`src/rtl/edge_arb_pkg.sv`:
```
// Shared constants for edge_event_arbiter: id width helper, FSM encoding and
// round-robin pointer reset value.
package edge_arb_pkg;

  typedef enum logic {
    IDLE    = 1'b0,
    PRESENT = 1'b1
  } arb_state_t;

  function automatic int id_w(input int n);
    return (n < 2) ? 1 : $clog2(n);
  endfunction

  // Pointer starts at the top channel so the first scan begins at channel 0.
  function automatic int rr_last_reset(input int n);
    return n - 1;
  endfunction

endpackage

```
`src/rtl/edge_sync_cell.sv`:
```
// One channel of level synchronizer plus previous-value flop; emits a
// single-cycle rise strobe on each synchronized low-to-high transition.
module edge_sync_cell #(
  parameter int SYNC_STAGES = 2
) (
  input  logic clk,
  input  logic rst,
  input  logic level,
  output logic rise
);

  logic [SYNC_STAGES-1:0] sync_q;
  logic                   prev_q;

  always_ff @(posedge clk or posedge rst) begin
    if (rst) begin
      sync_q <= '0;
      prev_q <= 1'b0;
    end else begin
      sync_q[0] <= level;
      for (int i = 1; i < SYNC_STAGES; i++) begin
        sync_q[i] <= sync_q[i-1];
      end
      prev_q <= sync_q[SYNC_STAGES-1];
    end
  end

  assign rise = sync_q[SYNC_STAGES-1] & ~prev_q;

endmodule

```
`src/rtl/edge_event_arbiter.sv`:
```
// Rising-edge event collector with round-robin presentation on a valid/ready port.
// Optional sticky per-channel overflow flags are built when EDGE_ARB_OVF_EN is defined.
module edge_event_arbiter
  import edge_arb_pkg::*;
#(
  parameter int  N_CH        = 4,
  parameter int  SYNC_STAGES = 2,
  localparam int ID_W        = id_w(N_CH)
) (
  input  logic            clk,
  input  logic            rst,
  input  logic [N_CH-1:0] level,
  output logic            evt_valid,
  input  logic            evt_ready,
  output logic [ID_W-1:0] evt_id,
  output logic [N_CH-1:0] pending_o,
  output logic [N_CH-1:0] ovf,
  input  logic            ovf_clr
);

  // Handshake: an event transfers on a clock edge where evt_valid & evt_ready;
  // evt_id is held while evt_valid & ~evt_ready, and evt_ready alone is ignored.

  logic [N_CH-1:0] rise;
  logic [N_CH-1:0] pending_q;
  logic [N_CH-1:0] load_mask;
  logic [ID_W-1:0] last_q;
  logic [ID_W-1:0] winner;
  logic            load_en;
  arb_state_t      state;

  for (genvar i = 0; i < N_CH; i++) begin : g_ch
    edge_sync_cell #(
      .SYNC_STAGES(SYNC_STAGES)
    ) u_cell (
      .clk  (clk),
      .rst  (rst),
      .level(level[i]),
      .rise (rise[i])
    );
  end

  function automatic logic [ID_W-1:0] rr_pick(input logic [N_CH-1:0] req,
                                              input logic [ID_W-1:0] last);
    logic [ID_W-1:0] w;
    logic            found;
    int              idx;
    w     = last;
    found = 1'b0;
    for (int k = 1; k <= N_CH; k++) begin
      idx = (int'(last) + k) % N_CH;
      if (!found && req[idx]) begin
        found = 1'b1;
        w     = ID_W'(idx);
      end
    end
    return w;
  endfunction

  always_comb begin
    winner    = rr_pick(pending_q, last_q);
    load_en   = (|pending_q) && ((state == IDLE) || evt_ready);
    load_mask = '0;
    if (load_en) load_mask[winner] = 1'b1;
  end

  always_ff @(posedge clk or posedge rst) begin
    if (rst) begin
      state     <= IDLE;
      evt_valid <= 1'b0;
      evt_id    <= '0;
      last_q    <= ID_W'(rr_last_reset(N_CH));
    end else begin
      case (state)
        IDLE: begin
          if (load_en) begin
            state     <= PRESENT;
            evt_valid <= 1'b1;
            evt_id    <= winner;
            last_q    <= winner;
          end
        end
        PRESENT: begin
          if (evt_ready) begin
            if (load_en) begin
              evt_id <= winner;
              last_q <= winner;
            end else begin
              evt_valid <= 1'b0;
              state     <= IDLE;
            end
          end
        end
      endcase
    end
  end

  // A rise arriving in the same cycle its channel is loaded re-arms the bit.
  always_ff @(posedge clk or posedge rst) begin
    if (rst) begin
      pending_q <= '0;
    end else begin
      pending_q <= (pending_q & ~load_mask) | rise;
    end
  end

  assign pending_o = pending_q;

`ifdef EDGE_ARB_OVF_EN
  logic [N_CH-1:0] ovf_q;

  always_ff @(posedge clk or posedge rst) begin
    if (rst) begin
      ovf_q <= '0;
    end else begin
      ovf_q <= (ovf_q & ~{N_CH{ovf_clr}}) | (rise & pending_q);
    end
  end

  assign ovf = ovf_q;
`else
  logic unused_ovf_clr;
  assign unused_ovf_clr = ovf_clr;
  assign ovf            = '0;
`endif

endmodule

```
`config.mk`:
```
export PLATFORM = sky130hd
export DESIGN_NAME = edge_event_arbiter
export DESIGN_NICKNAME = d
export VERILOG_FILES = /design/src/rtl/edge_arb_pkg.sv /design/src/rtl/edge_sync_cell.sv /design/src/rtl/edge_event_arbiter.sv
export SDC_FILE = /design/constraint.sdc
export NUM_CORES = 1
export LEC_CHECK = 0
export ABC_AREA = 0
export CAP_MARGIN = 20
export CORE_UTILIZATION = 45
export CTS_CLUSTER_SIZE = 10
export DETAILED_ROUTE_END_ITERATION = 8
export DONT_BUFFER_PORTS = 1
export GPL_ROUTABILITY_DRIVEN = 0
export SETUP_SLACK_MARGIN = 0.2
export SLEW_MARGIN = 30
export SYNTH_ARGS = -nofsm -noshare
export SYNTH_HDL_FRONTEND = slang
export SYNTH_HIERARCHICAL = 1
export SYNTH_SLANG_ARGS = --single-unit
export TNS_END_PERCENT = 100
```
`constraint.sdc`:
```
create_clock -name clk -period 1.29 [get_ports clk]
set_input_delay 0.3225 -clock clk [delete_from_list [all_inputs] [get_ports clk]]
set_output_delay 0.3225 -clock clk [all_outputs]
set_load 0.005 [all_outputs]
```
==> results.tsv, run 1 <==
stage	metric	value	unit
drt	routed_wl	1490	um
placed_design	dp_slack	-165	ps
placed_design	portBuffers	0	
timing	setup_slack	-142	ps
clock_network	htree_levels	1	
clock_network	clockRootBuffer	clkbuf_4	
setup_path	arrival	1600	ps
floorplan	rows	15	
run_status	violations	setup timing	
timing	period_minus_slack	1430	ps
floorplan	initial_core_util	50.3	%
finish	area_delta_synth_final	28.1	%
yosys	synth_top_area_share	54.6	%
finish	final_core_util	64.5	%
global_routing	grt-ovfl-total	0	
timing	fmax	698	MHz
power_and_ir_drop	powerDensity	1960	nW/um^2
yosys	syn_area_per_cell	12.2	sq um
setup_path	critical_path.startpoint_type	register	
yosys	synth-async-reset-ratio	100	%
global_routing	antenna_found_initial	0	
power_and_ir_drop	p_clk_share	12.5	%
timing	setup_viol	8	
job	drv_cap	0	
timing	final_max_slew_viol_count	0	
drt	dr.pass1.iters	2	
yosys	synth_top_area_cell	dfrtp_1	
clock_network	cts_buffer_depth	2	
yosys	synth_edf_count	0	
power_and_ir_drop	switching_share	33.9	%
drt	antenna_left	0	
clock_network	clk_latency	290	ps
timing	hold_slack	49.3	ps
clock_network	path_clk_slew	110	ps
yosys	synth_mux_area_share	2.46	%
yosys	syn-instance-count	75	
yosys	yosys_warnings	6	
drt	vias	574	
setup_path	worst-path-max-fanout	4	
floorplan	die_h	47.1	um
yosys	netlist_area	916	sq um
power_and_ir_drop	power.share.combinational	40.6	%
setup_path	required	1460	ps
floorplan	pin_count	19	
floorplan	die-area	2220	sq um
clock_network	numCtsBuffers	3	
timing	finalCritPeriodShare	111	%
timing	fin_skew	13.4	ps
yosys	synth_xor_xnor_area_share	0	%
global_routing	grtUsageTotal	15.4	%
power_and_ir_drop	internal-power	0.00152	W
drt	post_drt_wl_per_cell	12.5	um
yosys	synth_top_family_by_area	simple AND/OR/NAND/NOR gates	
yosys	synth-compound-area-share	11.3	%
yosys	netlist_top_cells_area	dfrtp_1, nor2b_4, dfstp_2	
finish	finalNetCount	103	
timing	final-hold-violation-count	0	
floorplan	fp.coreArea	1820	sq um
yosys	seq_area_frac_synth	60.4	%
yosys	ys_types	23	
setup_path	crit_path_end_kind	register	
finish	drive_above_1_share	50.0	%
power_and_ir_drop	seqPwrFrac	46.9	%
yosys	synthSimpleGateAreaFrac	18.0	%
power_and_ir_drop	leakage	0.531	nW
global_routing	grt_pass1_vias	561	
placed_design	hpwl	1080	um
power_and_ir_drop	max-vdd-ir-drop	0.00147	V
yosys	synth_ff_type	dfrtp_1	
power_and_ir_drop	p_total	0.00231	W
drt	drc	0	
yosys	synthAdderAreaFrac	0	%
clock_network	cts.sinks	22	
global_routing	grt_max_degree	13	
clock_network	cts_tree	done	
global_routing	grt_pass1_wl	2390	um
drt	drt-initial-drc-count	8	
yosys	ys_seq_elements	22	
setup_path	critPathKind	reg -> reg	
drt	via_per_inst	4.82	
finish	antenna_cells	0	
hold_path	min_path_type	in -> reg	
timing	rsz0062_at_grt	true	
run_status	outcome	finished with violations	
power_and_ir_drop	p_switching	0.000783	W
floorplan	die_w	47.1	um
routing by layer:
layer	share of wire, %	GRT usage [%]
met1	46	22.3
met4	0.81	5.14
met5	0	0
met2	51	25.0
met3	2.1	1.15
critical path, cell delays in order, from the launching register on:
cell and delay, ps:
dfrtp_2 460, buf_4 160, nor2_2 100, nand2_1 80, and3_4 210, o32a_1 320
power by group through the flow:
stage	combinational [W]	clock [W]	sequential, W
detailed placement	0.000752	0	0.00106
global placement	0.000744	0	0.00106
floorplan	0.000471	0	0.00104
global route	0.00101	0.000330	0.00110
CTS	0.000838	0.000300	0.00107
finish	0.000936	0.000287	0.00108
cell usage in the layout, fill, tap and decap left out, drive strengths merged:
cell type and count:
o21ai 5, buf 15, a21o 1, mux2 2, and3 1, nor2 6, nand2b 4, clkbuf 4
nand3 1, a41oi 2, and2b 1, nand2 3, dlygate4sd3 1, nor2b 5, inv 10, dfrtp 20
conb 4, a22oi 1, a21oi 3, o32a 2, nor4 1, dfstp 2
timing repair:
action / CTS / global route
pin swaps: 5 / 1
buffers inserted: 0 / 3
hold buffers: 1 / 0
setup endpoints to repair: 14 / 14
resized for setup: 14 / 11
endpoints found under the hold margin: 20 / 0
synth_stat cells (2+ instances only):
| cell type | number |
|---|---|
| a21oi_1 | 2 |
| a41oi_1 | 2 |
| buf_4 | 4 |
| dfrtp_1 | 20 |
| dfstp_2 | 2 |
| inv_1 | 10 |
| mux2_2 | 2 |
| nand2_1 | 3 |
| nand2b_1 | 4 |
| nor2_1 | 6 |
| nor2b_4 | 4 |
| o21ai_0 | 2 |
| o21ai_1 | 3 |
| o32a_1 | 2 |
registers in the layout, summed over array words and instances (netlist names):
name / flops
pending_o: 4
last_q: 2
g_ch.u_cell/sync_q: 8
evt_valid: 1
state: 1
evt_id: 2
g_ch.u_cell/prev_q: 4
final timing paths:
check,from,end,slack [ps],cells past startpoint
setup / recovery,pending_o[2],pending_o[1],-140,5
hold / removal,level[2],g_ch[2].u_cell/sync_q[0],50,0
setup reg to reg,pending_o[2],pending_o[1],-140,5
hold reg to reg,g_ch[3].u_cell/sync_q[0],g_ch[3].u_cell/sync_q[1],360,0
max in group asynchronous,rst,last_q[1],440,2
min in group asynchronous,rst,g_ch[3].u_cell/sync_q[1],420,2
logic make-up (layout without fill, tap and decap cells):
logic type,after synthesis,in the layout
AOI/OAI and AO/OA,14,14
buffers and inverters,14,30
DFF,22,22
muxes,2,2
other,1,4
and+or+nand+nor,22,22
per-stage QoR:
stage / std cells / cell area [sq um] / setup TNS [ps]
finish: 119 / 1170 / -516
global route: 119 / 1170 / -1040
CTS: 116 / 1110 / -499
detailed placement: 111 / 1030 / -501
global placement: 111 / 1030 / -423
floorplan: 78 / 941 / -199
cell type report:
type / instances / area, sq um
Multi-Input combinational cell: 42 / 364
Timing Repair Buffer: 16 / 156
Tap cell: 25 / 31.3
Fill cell: 154 / 647
Clock buffer: 4 / 26.3
Inverter: 10 / 37.5
Sequential cell: 22 / 558
(Power assumes the default switching activity.)
==> run 2, diff against run 1 <==
--- a/config.mk
+++ b/config.mk
@@ -7,6 +7,7 @@
 export LEC_CHECK = 0
 export ABC_AREA = 0
 export CAP_MARGIN = 20
+export CORE_MARGIN = 4
 export CORE_UTILIZATION = 45
 export CTS_CLUSTER_SIZE = 10
 export DETAILED_ROUTE_END_ITERATION = 8
==> results.tsv, run 2 (synthesized netlist as in run 1, its figures left out) <==
stage	metric	value	unit	change
power_and_ir_drop	seqPwrFrac	43.8	%	-3.1 points
setup_path	crit_path_end_kind	register		
global_routing	grt_pass1_vias	552		-1.6%
timing	final-hold-violation-count	0		unchanged
drt	drt-initial-drc-count	4		-4
global_routing	grt_max_degree	13		unchanged
finish	largest_register_ffs	8		unchanged
placed_design	portBuffers	0		unchanged
run_status	outcome	finished with violations		
finish	finalNetCount	103		unchanged
clock_network	cts_tree	done		
setup_path	r2r_start	last_q[0]		
power_and_ir_drop	power.share.combinational	41.3	%	+0.7 points
drt	post_drt_wl_per_cell	11.9	um	-5.1%
power_and_ir_drop	leakage	0.533	nW	+0.22%
finish	fillers	182		+18%
power_and_ir_drop	internal-power	0.00164	W	+7.7%
power_and_ir_drop	p_switching	0.000787	W	+0.60%
drt	routed_wl	1440	um	-3.5%
clock_network	htree_levels	1		unchanged
floorplan	die-area	2820	sq um	+27%
setup_path	critical_path.startpoint_type	register		
finish	area_delta_synth_final	25.0	%	
finish	antenna_cells	0		unchanged
global_routing	grt_pass1_wl	2390	um	unchanged
timing	setup_viol	11		+3
clock_network	numCtsBuffers	3		unchanged
clock_network	path_clk_slew	110	ps	about the same
drt	via_per_inst	4.69		-2.7%
drt	vias	568		-1.0%
finish	drive_above_1_share	42.6	%	-7.4 points
finish	final_common_cell	dfrtp_1		
global_routing	grtUsageTotal	11.5	%	-3.9 points
clock_network	cts.sinks	22		unchanged
job	drv_cap	0		unchanged
global_routing	antenna_found_initial	0		unchanged
power_and_ir_drop	powerDensity	2120	nW/um^2	+7.9%
finish	multi_input_area	339	sq um	-6.9%
finish	most-common-layout-cells	dfrtp_1, inv_1, buf_4		
setup_path	worst-path-max-fanout	4		unchanged
setup_path	timing.rr.end	pending_o[0]		
setup_path	cp-endpoint	pending_o[0]		
floorplan	fp.coreArea	1940	sq um	+6.7%
setup_path	reg2regPathDepth	4		-1
clock_network	cts_buffer_depth	2		unchanged
timing	rsz0062_at_grt	true		
setup_path	required	1480	ps	+20 ps
hold_path	min_path_type	in -> reg		
power_and_ir_drop	p_total	0.00243	W	+5.3%
clock_network	clockRootBuffer	clkbuf_4		
drt	drc	0		unchanged
placed_design	hpwl	1070	um	-1.2%
placed_design	dp_slack	-174	ps	-8.57 ps
setup_path	critPathKind	reg -> reg		
finish	largest_register	g_ch.u_cell/sync_q		
drt	dr.pass1.iters	4		+2
power_and_ir_drop	switching_share	32.4	%	-1.5 points
floorplan	die_h	53.1	um	+13%
setup_path	arrival	1640	ps	+40 ps
timing	finalCritPeriodShare	112	%	+1.4 points
run_status	violations	setup timing		
timing	final_max_slew_viol_count	0		unchanged
global_routing	grt-ovfl-total	0		unchanged
setup_path	reg2reg_slack	-160	ps	-20 ps
clock_network	clk_latency	290	ps	about the same
floorplan	rows	16		+1
timing	fin_skew	0.784	ps	-12.7 ps
finish	regArea	557	sq um	-0.22%
timing	period_minus_slack	1450	ps	+18.3 ps
timing	fmax	689	MHz	-1.3%
floorplan	die_w	53.1	um	+13%
floorplan	initial_core_util	47.2	%	-3.1 points
drt	antenna_left	0		unchanged
power_and_ir_drop	p_clk_share	14.9	%	+2.4 points
power_and_ir_drop	max-vdd-ir-drop	0.000996	V	-32%
timing	setup_slack	-160	ps	-18.3 ps
floorplan	pin_count	19		unchanged
setup_path	crit_start	last_q[0]		
## run 2: worst min-delay path by stage
stage          startpoint                       end  slack (ps)  cells after the start
2_1_floorplan         rst     g_ch[0].u_cell/prev_q          80                      1
3_3_place_gp          rst  g_ch[0].u_cell/sync_q[0]          80                      1
3_5_place_dp          rst     g_ch[2].u_cell/prev_q          80                      1
4_1_cts          level[1]  g_ch[1].u_cell/sync_q[0]          30                      0
5_1_grt          level[1]  g_ch[1].u_cell/sync_q[0]          20                      0
6_report         level[1]  g_ch[1].u_cell/sync_q[0]          40                      0
## run 2: power groups by stage
stage	Combinational [W]	Sequential, W	Clock [W]
finish	0.00100	0.00106	0.000362
global route	0.00109	0.00109	0.000403
CTS	0.000926	0.00107	0.000369
detailed placement	0.000764	0.00107	0
global placement	0.000751	0.00106	0
floorplan	0.000471	0.00104	0
## run 2: metrics by stage
stage	hold WS (ps)	cells	TNS (ps)	area, sq um	utilization [%]
global route	15.4	121	-1620	1140	59.0
detailed placement	82.9	112	-767	1030	52.9
global placement	78.8	112	-637	1030	52.9
finish	41.3	121	-810	1140	59.0
CTS	34.8	119	-847	1120	57.7
floorplan	76.1	78	-199	941	-
## run 2: metal layers
| layer | global-route usage [%] | wire length, um |
|---|---|---|
| met1 | 15.7 | 696 |
| met2 | 18.0 | 656 |
| met3 | 1.97 | 71 |
| met4 | 5.11 | 13 |
| met5 | 0 | 0 |
## run 2: worst max-delay path, stage by stage, from the launching register on
cell     delay (ps)
dfstp_2         560
and2b_1         210
o21ai_2         130
nand3_1         110
o32a_1          330
## run 2: timing repair
action / in CTS / in global routing
pin swaps: 4 / 3
setup endpoints to repair: 14 / 14
endpoints found under the hold margin: 20 / 0
buffers inserted: 2 / 2
hold buffers: 1 / 0
resized for setup: 10 / 4
## run 2: layout make-up
class	count	share of cell area, %
Inverter	10	3.28
Timing Repair Buffer	16	12.3
Sequential cell	22	48.6
Clock buffer	4	3.17
Multi-Input combinational cell	42	29.6
Tap cell	27	2.95
==> run 3, diff against run 2 <==
--- a/config.mk
+++ b/config.mk
@@ -8,11 +8,12 @@
 export ABC_AREA = 0
 export CAP_MARGIN = 20
 export CORE_MARGIN = 4
-export CORE_UTILIZATION = 45
+export CORE_UTILIZATION = 50
 export CTS_CLUSTER_SIZE = 10
 export DETAILED_ROUTE_END_ITERATION = 8
 export DONT_BUFFER_PORTS = 1
 export GPL_ROUTABILITY_DRIVEN = 0
+export PLACE_DENSITY = 0.68
 export SETUP_SLACK_MARGIN = 0.2
 export SLEW_MARGIN = 30
 export SYNTH_ARGS = -nofsm -noshare
==> results.tsv, run 3 (synthesized netlist as in run 1, its figures left out) <==
stage	metric	value	unit	change
drt	post_drt_wl_per_cell	11.2	um	-5.6%
drt	via_per_inst	4.76		+1.4%
timing	setup_viol	10		-1
setup_path	critical-path-max-stage-delay	560	ps	about the same
power_and_ir_drop	p_total	0.00228	W	-6.1%
global_routing	grt_pass1_wl	2330	um	-2.9%
finish	area_delta_synth_final	23.2	%	
drt	drt-initial-drc-count	1		-3
finish	drive_above_1_share	41.8	%	-0.79 points
finish	antenna_cells	0		unchanged
clock_network	cts_tree	done		
power_and_ir_drop	powerDensity	2020	nW/um^2	-4.7%
drt	antenna_left	0		unchanged
setup_path	worst-path-buf-inv	0		unchanged
drt	drc	0		unchanged
timing	fin_skew	0.788	ps	+0.00380 ps
clock_network	htree_levels	1		unchanged
drt	routed_wl	1300	um	-9.5%
setup_path	worst-path-max-fanout	4		unchanged
setup_path	arrival	1630	ps	about the same
setup_path	critical-path-slowest-cell	dfstp_2		
finish	final_core_util	65.4	%	+6.4 points
finish	largest_register_ffs	8		unchanged
finish	final_common_cell	dfrtp_1		
placed_design	hpwl	1030	um	-3.6%
timing	setup_tns	-757	ps	+52.1 ps
timing	period_minus_slack	1440	ps	-11.1 ps
finish	final_cells	116		-4.1%
floorplan	fp.coreArea	1730	sq um	-11%
floorplan	initial_core_util	53.0	%	+5.9 points
placed_design	dpl.cell_count	108		-3.6%
setup_path	required	1480	ps	about the same
timing	rsz0062_at_grt	true		
placed_design	portBuffers	0		unchanged
clock_network	cts_buffer_depth	2		unchanged
floorplan	die-area	2580	sq um	-8.5%
clock_network	clockRootBuffer	clkbuf_4		
clock_network	path_clk_slew	110	ps	about the same
run_status	outcome	finished with violations		
setup_path	critPathKind	reg -> reg		
setup_path	worstPathCellList	and2b_1, o21ai_2, nand3_2, o32a_1		
finish	most-common-layout-cells	dfrtp_1, inv_1, buf_4, buf_6, nor2_1		
setup_path	critical_path.startpoint_type	register		
drt	vias	552		-2.8%
timing	setup_slack	-149	ps	+11.1 ps
global_routing	grt-ovfl-total	0		unchanged
floorplan	pin_count	19		unchanged
timing	finalCritPeriodShare	112	%	-0.86 points
timing	final-hold-violation-count	0		unchanged
timing	fmax	695	MHz	+0.77%
clock_network	clk_latency	290	ps	about the same
floorplan	die_h	50.8	um	-4.4%
job	drv_cap	0		unchanged
setup_path	cp_top_family	flip-flops		
timing	final_max_slew_viol_count	0		unchanged
floorplan	rows	15		-1
global_routing	grt_max_degree	13		unchanged
finish	finalNetCount	100		-2.9%
global_routing	grtUsageTotal	12.0	%	+0.48 points
power_and_ir_drop	max-vdd-ir-drop	0.000979	V	-1.8%
global_routing	antenna_found_initial	0		unchanged
finish	largest_register	g_ch.u_cell/sync_q		
clock_network	cts.sinks	22		unchanged
floorplan	die_w	50.8	um	-4.4%
power_and_ir_drop	leakage	0.519	nW	-2.5%
timing	hold_slack	43.6	ps	+2.27 ps
setup_path	crit_path_end_kind	register		
drt	dr.pass1.iters	3		-1
hold_path	min_path_type	in -> reg		
run_status	violations	setup timing		
global_routing	grt_pass1_vias	567		+2.7%
clock_network	numCtsBuffers	3		unchanged
-- run 3: cell type report --
| cell class | count | area (sq um) |
|---|---|---|
| Fill cell | 145 | 598 |
| Sequential cell | 22 | 557 |
| Multi-Input combinational cell | 42 | 344 |
| Timing Repair Buffer | 13 | 123 |
| Inverter | 10 | 37.5 |
| Clock buffer | 4 | 36.3 |
| Tap cell | 25 | 31.3 |
-- run 3: layer usage --
layer | vias to the layer above | GRT usage (%) | wire (um)
met4 | 0 | 8.07 | 29
li1 | 272 | - | -
met2 | 17 | 20.2 | 583
met3 | 4 | 2.37 | 82
met5 | - | 0 | 0
met1 | 259 | 13.7 | 606
-- run 3: repair_timing --
action / 4_1_cts / 5_1_grt
gates resized for setup: 9 / 7
setup buffers: 1 / 2
hold buffers: 1 / 0
pin swaps: 1 / 3
endpoints found under the hold margin: 20 / 0
endpoints found under the setup margin: 14 / 14
-- run 3: where the power goes --
part	total (W)	internal (W)	switching [W]
clock	0.000355	0.000172	0.000183
combinational	0.000872	0.000496	0.000376
sequential	0.00105	0.000872	0.000180
total	0.00228	0.00154	0.000738
-- run 3: per-stage QoR --
stage	worst slack [ps]	area (sq um)
CTS	-163	1090
global placement	-156	1010
finish	-149	1130
floorplan	-88.8	941
detailed placement	-180	1010
global route	-212	1130
-- run 3: path summary, 6_finish.rpt --
path | startpoint | endpoint | slack, ps | cells past startpoint
max in group asynchronous | rst | last_q[1] | 450 | 2
min reg2reg | g_ch[0].u_cell/sync_q[0] | g_ch[0].u_cell/sync_q[1] | 360 | 0
max | last_q[0] | pending_o[0] | -150 | 4
max reg2reg | last_q[0] | pending_o[0] | -150 | 4
min | level[3] | g_ch[3].u_cell/sync_q[0] | 40 | 0
min in group asynchronous | rst | g_ch[2].u_cell/sync_q[0] | 400 | 2
